`src/rtl/tt_load_drain_seq.sv`:
```
// Load-queue drain sequencer: walks the LQ entries of one load instruction,
// issues one read per accepted handshake and frees each entry a cycle later.
module tt_load_drain_seq #(
    parameter int LQ_DEPTH = 8,
    parameter int LQID_W   = 3
) (
    input  logic              clk,
    input  logic              reset,
    input  logic              i_drain_req,
    input  logic [LQID_W-1:0] i_drain_ref_count,
    input  logic [LQID_W-1:0] i_drain_lqid_start,
    output logic              o_draining,
    output logic              o_lq_rd_valid,
    output logic [LQID_W-1:0] o_lq_rd_lqid,
    output logic              o_lq_rd_last,
    input  logic              i_lq_rd_ready,
    output logic              o_lq_commit,
    output logic [LQID_W-1:0] o_lq_commit_lqid,
    output logic              o_drain_done
);

    typedef enum logic [1:0] {
        IDLE,
        DRAIN,
        DONE
    } state_t;

    // One extra bit so a full-queue drain (count field 0) is representable.
    localparam logic [LQID_W:0] FULL_CNT = (LQID_W+1)'(LQ_DEPTH);
    localparam logic [LQID_W:0] ONE_CNT  = (LQID_W+1)'(1);

    state_t              state_q, state_d;
    logic [LQID_W-1:0]   ptr_q, ptr_d;
    logic [LQID_W:0]     remaining_q, remaining_d;
    logic                commit_q, commit_d;
    logic [LQID_W-1:0]   commit_lqid_q, commit_lqid_d;
    logic                xfer;

    always_comb begin
        state_d       = state_q;
        ptr_d         = ptr_q;
        remaining_d   = remaining_q;
        xfer          = 1'b0;
        o_draining    = 1'b0;
        o_lq_rd_valid = 1'b0;
        o_lq_rd_lqid  = '0;
        o_lq_rd_last  = 1'b0;
        o_drain_done  = 1'b0;

        case (state_q)
            IDLE: begin
                if (i_drain_req) begin
                    ptr_d       = i_drain_lqid_start;
                    remaining_d = (i_drain_ref_count == '0) ? FULL_CNT
                                                            : {1'b0, i_drain_ref_count};
                    state_d     = DRAIN;
                end
            end
            DRAIN: begin
                o_draining    = 1'b1;
                o_lq_rd_valid = 1'b1;
                o_lq_rd_lqid  = ptr_q;
                o_lq_rd_last  = (remaining_q == ONE_CNT);
                xfer          = i_lq_rd_ready;
                if (xfer) begin
                    // Power-of-two depth: the pointer wraps by plain overflow.
                    ptr_d       = ptr_q + LQID_W'(1);
                    remaining_d = remaining_q - ONE_CNT;
                    if (remaining_q == ONE_CNT) begin
                        state_d = DONE;
                    end
                end
            end
            DONE: begin
                // Extra busy cycle lets the scoreboard absorb the final commit.
                o_draining   = 1'b1;
                o_drain_done = 1'b1;
                state_d      = IDLE;
            end
            default: begin
                state_d = IDLE;
            end
        endcase

        commit_d      = xfer;
        commit_lqid_d = xfer ? ptr_q : '0;
    end

    always_ff @(posedge clk) begin
        if (reset) begin
            state_q       <= IDLE;
            ptr_q         <= '0;
            remaining_q   <= '0;
            commit_q      <= 1'b0;
            commit_lqid_q <= '0;
        end else begin
            state_q       <= state_d;
            ptr_q         <= ptr_d;
            remaining_q   <= remaining_d;
            commit_q      <= commit_d;
            commit_lqid_q <= commit_lqid_d;
        end
    end

    assign o_lq_commit      = commit_q;
    assign o_lq_commit_lqid = commit_lqid_q;

endmodule

```
`config.mk`:
```
export PLATFORM = sky130hd
export DESIGN_NAME = tt_load_drain_seq
export DESIGN_NICKNAME = d
export VERILOG_FILES = /design/src/rtl/tt_load_drain_seq.sv
export SDC_FILE = /design/constraint.sdc
export NUM_CORES = 1
export LEC_CHECK = 0
export ABC_AREA = 1
export BUFFER_PORTS_ARGS = -buffer_cell sky130_fd_sc_hd__buf_2
export CORE_ASPECT_RATIO = 1.25
export CORE_UTILIZATION = 40
export CTS_CLUSTER_DIAMETER = 30
export DETAILED_ROUTE_END_ITERATION = 16
export PLACE_DENSITY = 0.63
export SYNTH_ARGS = -nofsm -noshare
export SYNTH_HDL_FRONTEND = slang
export SYNTH_SLANG_ARGS = --single-unit
```
`constraint.sdc`:
```
create_clock -name clk -period 1.7 [get_ports clk]
set_clock_uncertainty 0.05 [all_clocks]
set_input_delay 0.34 -clock clk [delete_from_list [all_inputs] [get_ports clk]]
set_output_delay 0.34 -clock clk [all_outputs]
set_load 0.1 [all_outputs]
```
## Word level (Yosys, flattened, before mapping)

Cells that the tools add are included.

- Register bits: 13
- Bits in latches: 0
- Bits in writable memories: 0
- Bits in read-only memories: 0
- Output and inout port bits: 11
- Word-level logic and storage cells: 38
- Memories: 0

- Add/sub/neg operators: 2
- Multipliers: 0
- Divide/modulo/power cells: 0
- Order comparisons: 0
- Equality and inequality tests: 6
- Shift-type cells: 0
- Muxes and demuxes: 17
- Bitwise logic cells: 1
- Reduce and logical (&&, ||, !) cells: 7

Operators by type and width:

| operator | number |
|---|---|
| $mux W4 | 3 |
| $mux W3 | 3 |
| $pmux W4 S2 | 1 |
| $mux W2 | 3 |
| $ne A2 B2 Y1 const B | 3 |
| $pmux W3 S2 | 1 |
| $reduce_and A3 Y1 | 2 |
| $mux W1 | 5 |
| $eq A4 B1 Y1 const B | 1 |
| $pmux W2 S2 | 1 |
| $reduce_or A2 Y1 | 2 |
| $sub A4 B1 Y4 const B | 1 |
| $add A3 B1 Y3 const B | 1 |
| $logic_not A3 Y1 | 1 |
| $eq A2 B1 Y1 const B | 1 |
| $eq A2 B2 Y1 const B | 1 |
| $logic_not A2 Y1 | 1 |
| $reduce_bool A2 Y1 | 1 |
| $not A1 Y1 | 1 |

## Depth between registers and ports, before layout

Gate-level depths: netlist (run 1).

- Depth after elaboration: 4
- Gate-level depth with buffers: 9
- Mapped depth without buffers: 8

## Worst setup path after synthesis (run 1)

No wires, ideal clock.

- Kind: reg2out
- Start: reg state_q[1]
- End: out o_lq_rd_last
- Arrival time: 2762 ps
- Required time: 1310 ps
- Path slack: -1452 ps
- Cell stages (with the launch flop): 5
- Path buffers: 0
- Cells stage by stage: dfxtp_1 -> inv_1 -> ha_1 -> inv_2 -> nor2_1

- Cells in the longest elaborated chain, start to end: 2

Ends and longest elaborated chain:

| what | RTL line | text |
|---|---|---|
| from (decl) | 32 | `state_t state_q, state_d;` |
| from (signal assigned) | 97 | `state_q <= state_d;` |
| $eq A2 B1 Y1 | 50 | `case (state_q)` |
| $mux W1 | 50 |  |
| to (decl) | 15 | `output logic o_lq_rd_last,` |

Every way passes these cells.

## Worst setup path in the final report (run 1)

- Start: reg state_q[0]
- End: out o_draining

- Cells in the longest elaborated chain, start to end: 3
- Elaborated cells on any way between the ends: 4
- Classes of those cells: 2 x eq/ne; 1 x mux; 1 x reduce/logical

Ends and longest elaborated chain:

| what | RTL line | text |
|---|---|---|
| $eq A2 B1 Y1 / $eq A2 B2 Y1 (equally long branches) | 50 |  |
| $reduce_or A2 Y1 (no line) * | n/a |  |
| $mux W1 * | 50 |  |
| to (decl) | 12 | `output logic o_draining,` |

Mark *: on every way between the ends. The rest lies on a longest branch, timed or not.

==> results of run 1 <==
==> cells in the mapped netlist <==
cell / n
a21oi_1: 5
a21oi_2: 1
buf_4: 1
buf_6: 1
dfxtp_1: 13
ha_1: 8
inv_1: 19
inv_2: 4
nand2_1: 18
nand2_2: 1
nand2_4: 2
nand3_1: 4
nand3_4: 1
nor2_1: 17
nor2_2: 1
nor3_4: 1
o21ai_0: 5
o21ai_1: 6
o21bai_1: 1
or2_1: 2
==> metrics by stage <==
step,hold WS (ns),setup TNS [ns],area [µm²]
6_report,0.212,0,1120
5_1_grt,0.213,-0.00840,1120
4_1_cts,0.207,0,1100
3_5_place_dp,0.418,0,1040
3_3_place_gp,0.416,0,1040
2_1_floorplan,0.365,-0.0441,838
==> final timing paths <==
check,start,to,slack [ns],cells after the start
max,state_q[0],o_draining,0.04,3
max reg2reg,state_q[0],state_q[0],0.24,8
min reg2reg,ptr_q[1],o_lq_commit_lqid[1],0.43,2
min,reset,o_lq_commit,0.21,2
==> final cells by class <==
cell class / instances / area share (%)
Multi-Input combinational cell: 73 / 42.2
Sequential cell: 13 / 23.7
Timing Repair Buffer: 23 / 20.4
Inverter: 23 / 9.18
Clock buffer: 4 / 2.35
Tap cell: 19 / 2.13
==> placed cells by master (no fill, tap or decap), drive strengths merged <==
| master | instances |
|---|---|
| nand3 | 5 |
| dfxtp | 13 |
| clkbuf | 4 |
| nor2 | 18 |
| o21ai | 11 |
| o21bai | 1 |
| buf | 23 |
| inv | 20 |
| ha | 8 |
| nand2 | 21 |
| or2 | 2 |
| a21oi | 6 |
| clkinvlp | 3 |
| nor3 | 1 |
==> kinds of logic after synthesis <==
logic type / count (synthesis) / synth area share [%]
simple gates: 47 / 29.3
buf+inv: 25 / 13.2
flops: 13 / 32.8
compound gates: 18 / 12.1
fa+ha+maj: 8 / 12.6
==> routing by layer <==
layer | vias up | wire length (µm)
met5 | - | 0
met4 | 0 | 0
met3 | 0 | 56
met2 | 21 | 843
met1 | 353 | 662
li1 | 387 | -
==> state kept, by name, summed over array words and instances, names as in the netlist <==
register,flops
state_q,2
o_lq_commit_lqid,3
ptr_q,3
remaining_q,4
o_lq_commit,1
==> critical path: cells and delay by family, from the launching register on <==
kind,cells,cell delay [ns]
buffers and inverters,2,0.27
adders and majority gates,1,0.34
DFF,1,0.39
==> timing repair <==
action	4_1_cts	5_1_grt
buffers inserted	2	1
resized for setup	2	6
pin swaps	0	1
endpoints found under the setup margin	4	5
==> metrics.txt, run 1 <==
root buf cell=clkbuf_4; Core Footprint=between 1500 and 2000 µm²; Global Route Usage Sum=16.1%; post-synth top area share=between 30% and 40%; Clock transition at path regs=around 0.080 ns; vias in the first global route=slightly above 700; Multi-input gate area=roughly 470 µm²; share of cells above drive strength 1=a little under two fifths; Cells after DPL=approximately 150; Area Growth Syn to Fin=40.6%; syn nets=129; CTS Sinks=13; fin crit share=97.4%; Syn Area/Cell=between 7 and 8 µm²; post-layout util=between 60% and 70%; Hold Buf Count CTS=0; die area=2170 µm²; Yosys reg bits=13; CTS Buffer Depth=2; Via density=approximately 4.9; TritonCTS clock tree=yes; Initial Util=43.9%; final hold vios=0; Max Cap Viol=0; pre-CTS setup slack=~0.17 ns; HPWL after DPL=1.21 mm; critical-path maximum fanout=4; first-pass iteration count of the detailed router=4; Die W=41.9 µm; post-synthesis sequential area ratio=between 30% and 40%; Finished Layout Cells=roughly 160; Yosys cell types=20; # rows=17; Global Route met2 Usage=31.3%; worst rel slew slack=68.0%; CTS Buf Count=3; Required @ worst endpoint=~1.3 ns; Post-route DRC=0; Cell Area, Synth=795 µm²; Filler Cell Count=approximately 150; largest cells by area after synthesis=dfxtp_1 (33%), ha_1 (13%), inv_1 (9.0%); DIE HEIGHT=just over 50 µm; Routed WL=between 1.5 and 2 mm; CP Cell Sequence=inv_1 -> ha_1 -> buf_12; highest clock rate=between 600 and 700 MHz; io pins=21; first-pass GRT wire length=around 2.7 mm; fin nets=roughly 160; fin crit period=around 1.7 ns; Final Max Tran Viols=0; # diodes=0; GR peak layer=met2; Hold Path Class=in2reg; measured slew at the worst slew-check pin=between 0.4 and 0.5 ns; total vias in the final route=~760; H-tree levels=1; grt total ovfl=0; routability cong.=approximately 0.8; initial antenna violation count=0; pin count of the biggest net entering global routing=15; IO Port Bufs=20; status=finished clean; cell taking the most area after synthesis=dfxtp_1; setup ws final=~0.044 ns; setup violators final=0; arrival time at the worst endpoint=between 1 and 1.5 ns; Reg area=between 200 and 300 µm²; clk_lat worst skew=0.27 ns; met3 Usage GRT=roughly 3.1%; Syn. warnings=0; M1 GR Usage=16.6%; CP endpoint kind=output port; WL/cell=between 10 and 15 µm; 1st-iter DRT viols=14; slowest CP cell=dfxtp_4; CP Launch Type=register; worst stage delay on the critical path=roughly 0.39 ns; kind of critical path=reg2out; Post-Syn Instances=~110; Routed Antenna Nets=0
Power of run 1 is left out: the tool's default activity adds up to more than one toggle a clock period on the data nets, which glitch-free logic cannot reach.
==> inputs of run 2 (changes only) <==
--- a/config.mk
+++ b/config.mk
@@ -11,7 +11,7 @@
 export CORE_UTILIZATION = 40
 export CTS_CLUSTER_DIAMETER = 30
 export DETAILED_ROUTE_END_ITERATION = 16
-export PLACE_DENSITY = 0.63
+export PLACE_DENSITY = 0.66
 export SYNTH_ARGS = -nofsm -noshare
 export SYNTH_HDL_FRONTEND = slang
 export SYNTH_SLANG_ARGS = --single-unit
==> constraint.sdc (replaced) <==
create_clock -name clk -period 1.4 [get_ports clk]
set_clock_uncertainty 0.05 [all_clocks]
set_input_delay 0.28 -clock clk [delete_from_list [all_inputs] [get_ports clk]]
set_output_delay 0.28 -clock clk [all_outputs]
set_load 0.1 [all_outputs]
==> run 2 against run 1 <==
Net effect:
- largest cell class unchanged
- the flow now finishes with violations (setup timing)
- non-clock buffer count grew 8
- critical path type unchanged
- critical path depth is 2 higher
- critical endpoint is now o_lq_rd_lqid[0]
- first-iteration DRC count is 93% higher
- highest routed layer is now met4
- worst setup slack lost 0.21 ns
==> metrics.txt, run 2 (synthesis results as in run 1) <==
CTS Buf Count=3; first-pass GRT wire length=3.44 mm; vias in the first global route=843; CP endpoint kind=output port; Hold Buf Count CTS=0; most frequent cells in the layout=nor2_1 (14), inv_1 (13), buf_2 (11); Top delay family on crit path=flip-flops; leading cell type in the layout, fill and taps excluded=nor2_1; CP Cell Sequence=inv_4 -> ha_4 -> nand2_4 -> clkinvlp_4 -> buf_12; fin crit share=112%; HPWL after DPL=1.22 mm; Area Growth Syn to Fin=71.0%; first-pass iteration count of the detailed router=5; measured slew at the worst slew-check pin=roughly 0.48 ns; H-tree levels=1; Finished Layout Cells=around 160; CTS Sinks=13; fin crit period=1.57 ns; # rows=17; post-layout util=75.2%; Critical path origin=state_q[1]; arrival time at the worst endpoint=roughly 1.2 ns; kind of critical path=reg2out; Routed WL=~2.2 mm; slowest CP cell=dfxtp_2; root buf cell=clkbuf_4; CP Launch Type=register; Clock transition at path regs=~0.09 ns; WL/cell=13.3 µm; status=finished with violations; start of the worst register-to-register path=state_q[1]; worst stage delay on the critical path=~0.36 ns; setup slack, reg-to-reg=-0.11 ns; total vias in the final route=860; Die W=around 42 µm; Core Footprint=~1800 µm²; critical-path maximum fanout=5; RSZ-0062 raised after global routing=yes; CTS Buffer Depth=2; worst rel slew slack=between 60% and 70%; Post-route DRC=0; IO Port Bufs=20; Crit path buffers/inverters=3; Max Cap Viol=0; # diodes=0; Cells after DPL=between 100 and 150; setup violators final=11; share of cells above drive strength 1=roughly 55%; die area=about 2200 µm²; Via density=5.24; Initial Util=a little over two fifths; grt total ovfl=0; final hold vios=0; critical path endpoint=o_lq_rd_lqid[0]; Worst path depth=5; highest clock rate=between 600 and 700 MHz; fin nets=~160; R2R depth=10; max reg flops=4; pin count of the biggest net entering global routing=10; TritonCTS clock tree=yes; clk_lat worst skew=0.28 ns; Biggest register=remaining_q; setup tns final=-1.18 ns; Hold Path Class=in2reg; routability cong.=0.769; failing checks=setup timing; io pins=21; initial antenna violation count=0; r2r endpoint=state_q[0]; Routed Antenna Nets=0; setup ws final=-0.168 ns; Global Route Usage Sum=between 20% and 30%; Final Max Tran Viols=0; DIE HEIGHT=51.8 µm; Required @ worst endpoint=between 1 and 1.5 ns; 1st-iter DRT viols=27
run 2: metrics by stage:
| step | instance area, µm² | worst slack, ns | hold WS [ns] |
|---|---|---|---|
| after floorplan | 876 | -0.265 | 0.305 |
| after global placement | 1090 | 0.0447 | 0.441 |
| after detailed placement | 1090 | -0.0269 | 0.444 |
| after CTS | 1260 | -0.169 | 0.142 |
| after global routing | 1360 | -0.252 | 0.221 |
| final | 1360 | -0.168 | 0.235 |
run 2: how the worst min path moves through the flow:
stage | start | end | slack, ns | depth (start not counted)
floorplan | reset | o_lq_commit | 0.31 | 1
global placement | reset | o_lq_commit | 0.44 | 2
detailed placement | reset | o_lq_commit | 0.44 | 2
CTS | reset | o_lq_commit | 0.14 | 2
global route | reset | o_lq_commit_lqid[2] | 0.22 | 4
finish | reset | o_lq_commit_lqid[2] | 0.24 | 4
run 2: final cells by class:
| class | instances | area (µm²) |
|---|---|---|
| fill | 125 | 449 |
| inverter | 23 | 115 |
| multi-input combinational | 74 | 614 |
| sequential | 13 | 268 |
| tap | 19 | 23.8 |
| timing repair buffer | 31 | 312 |
| clock buffer | 4 | 26.3 |
run 2: what timing repair did:
action                                  CTS  global route
gates cloned                              1             0
endpoints found under the setup margin   10            21
pin swaps                                 6             7
gates resized for setup                  21            26
setup buffers                             9             2
run 2: per-layer routing:
layer | vias to the layer above | wire length, µm | track usage (%)
met3 | 9 | 94 | 5.21
met5 | - | 0 | 0
li1 | 408 | - | -
met4 | 0 | 34 | 10.2
met1 | 405 | 793 | 20.0
met2 | 38 | 1260 | 42.7
run 2: worst register-to-register path: cells and delay by family, from the launching register on:
kind	cells	cell delay, ns
AO/OA/AOI/OAI	1	0.15
adder cells (fa/ha/maj)	1	0.20
buffers and inverters	3	0.33
flip-flops	1	0.36
AND/OR/NAND/NOR	5	0.31
Power of run 2 is left out for the same reason.
==> inputs of run 3 (changes only) <==
==> constraint.sdc (replaced) <==
create_clock -name clk -period 1.35 [get_ports clk]
set_clock_uncertainty 0.05 [all_clocks]
set_input_delay 0.27 -clock clk [delete_from_list [all_inputs] [get_ports clk]]
set_output_delay 0.27 -clock clk [all_outputs]
set_load 0.1 [all_outputs]
==> run 3 against run 2 <==
Net effect:
- the run still ends with setup timing left
- routed wire length increased by 3.9%
- register-to-register slack got worse by 0.12 ns
- cell count increased by 1.8%
- final area increased by 3.2%
- sequential share of layout area decreased by 0.44 points
- critical path type is now reg2reg
- worst hold slack got worse by 0.10 ns
- worst setup slack got worse by 0.060 ns
==> metrics.txt, run 3 (synthesis results as in run 1) <==
status=finished with violations; failing checks=setup timing; Die W=about 42 µm; fin crit share=117%; Max Cap Viol=0; # rows=17; Post-route DRC=0; Hold Path Class=in2reg; Area Growth Syn to Fin=76.5%; max reg flops=4; io pins=21; root buf cell=clkbuf_4; post-route cell area=approximately 1400 µm²; routability cong.=between 0.7 and 0.8; arrival time at the worst endpoint=between 1.5 and 2 ns; CTS Buffer Depth=2; Required @ worst endpoint=approximately 1.5 ns; WL/cell=about 14 µm; pin count of the biggest net entering global routing=10; Core Footprint=between 1500 and 2000 µm²; total vias in the final route=850; CP endpoint kind=register; Final Max Tran Viols=0; die area=roughly 2200 µm²; RSZ-0062 raised after global routing=yes; CP Launch Type=register; vias in the first global route=about 800; HPWL after DPL=between 1 and 1.5 mm; fin crit period=1.58 ns; CTS Buf Count=3; first-pass iteration count of the detailed router=4; critical-path maximum fanout=5; Routed WL=around 2.3 mm; initial antenna violation count=0; fin nets=approximately 170; Routed Antenna Nets=0; Clock transition at path regs=about 0.08 ns; CP Cell Sequence=inv_6 -> ha_4 -> buf_6 -> buf_6 -> or2_4 -> nand2_2 -> inv_2 -> o21ai_2 -> nor2_1; setup violators final=19; clk_lat worst skew=0.28 ns; first-pass GRT wire length=between 3 and 4 mm; TritonCTS clock tree=yes; Biggest register=remaining_q; measured slew at the worst slew-check pin=0.482 ns; 1st-iter DRT viols=20; highest clock rate=approximately 630 MHz; final hold vios=0; # diodes=0; worst stage delay on the critical path=~0.37 ns; leading cell type in the layout, fill and taps excluded=nor2_1; kind of critical path=reg2reg; Initial Util=43.9%; worst rel slew slack=68.1%; Via density=between 5 and 6; most frequent cells in the layout=nor2_1 (13), inv_1 (12), buf_2 (10), buf_12 (10), dfxtp_1 (9); H-tree levels=1; slowest CP cell=dfxtp_4; pre-CTS setup slack=-0.0935 ns; DIE HEIGHT=a little over 50 µm; Global Route Usage Sum=about 23%; grt total ovfl=0; Hold Buf Count CTS=0; CP most frequent cell=buf_6; IO Port Bufs=20; setup ws final=-0.227 ns; Area after DPL=roughly 1100 µm²; share of cells above drive strength 1=between 50% and 60%; CTS Sinks=13
-- run 3: changes by cell type in the layout (fill, tap and decap cells not counted), sizes merged --
cell    previous run  this run
buf               29        34
clkbuf             6         4
-- run 3: what timing repair did --
action	in CTS	in global routing
setup endpoints to repair	16	19
gates cloned	1	0
buffers inserted	10	4
gates resized for setup	20	23
pin swaps	4	11
-- run 3: worst max-delay path: cells and delay by family, from the launching register on --
family                     cells  cell delay, ns
DFF                            1            0.37
adders and majority gates      1            0.20
and+or+nand+nor                3            0.40
buffers and inverters          4            0.31
AOI/OAI and AO/OA              1            0.12
-- run 3: layer usage --
layer | wire (µm) | vias up | part of all wire, % | global-route usage, %
met5 | 0 | - | 0 | 0
met3 | 127 | 7 | 5.6 | 2.78
met2 | 1220 | 33 | 54 | 42.4
li1 | - | 417 | - | -
met1 | 861 | 393 | 38 | 23.7
met4 | 63 | 0 | 2.8 | 15.6
-- run 3: final timing paths --
kind	startpoint	endpoint	slack (ns)	cells past startpoint
setup / recovery	state_q[1]	remaining_q[2]	-0.23	9
hold / removal	reset	o_lq_commit	0.13	2
setup reg to reg	state_q[1]	remaining_q[2]	-0.23	9
hold reg to reg	ptr_q[2]	o_lq_commit_lqid[2]	0.46	2
-- run 3: layout make-up --
cell class	instances	area [µm²]
Clock buffer	4	26.3
Fill cell	119	405
Inverter	23	110
Multi-Input combinational cell	74	594
Sequential cell	13	270
Tap cell	19	23.8
Timing Repair Buffer	34	378
-- run 3: per-stage QoR --
stage	std cells	utilization [%]	hold WS [ns]	setup TNS, ns
after CTS	164	71.9	0.131	-1.78
after global routing	167	77.6	0.119	-3.08
after floorplan	111	-	0.295	-1.82
final	167	77.6	0.133	-2.07
after detailed placement	149	62.6	0.433	-0.199
after global placement	149	62.6	0.433	-0.00415
Power of run 3 is left out for the same reason.
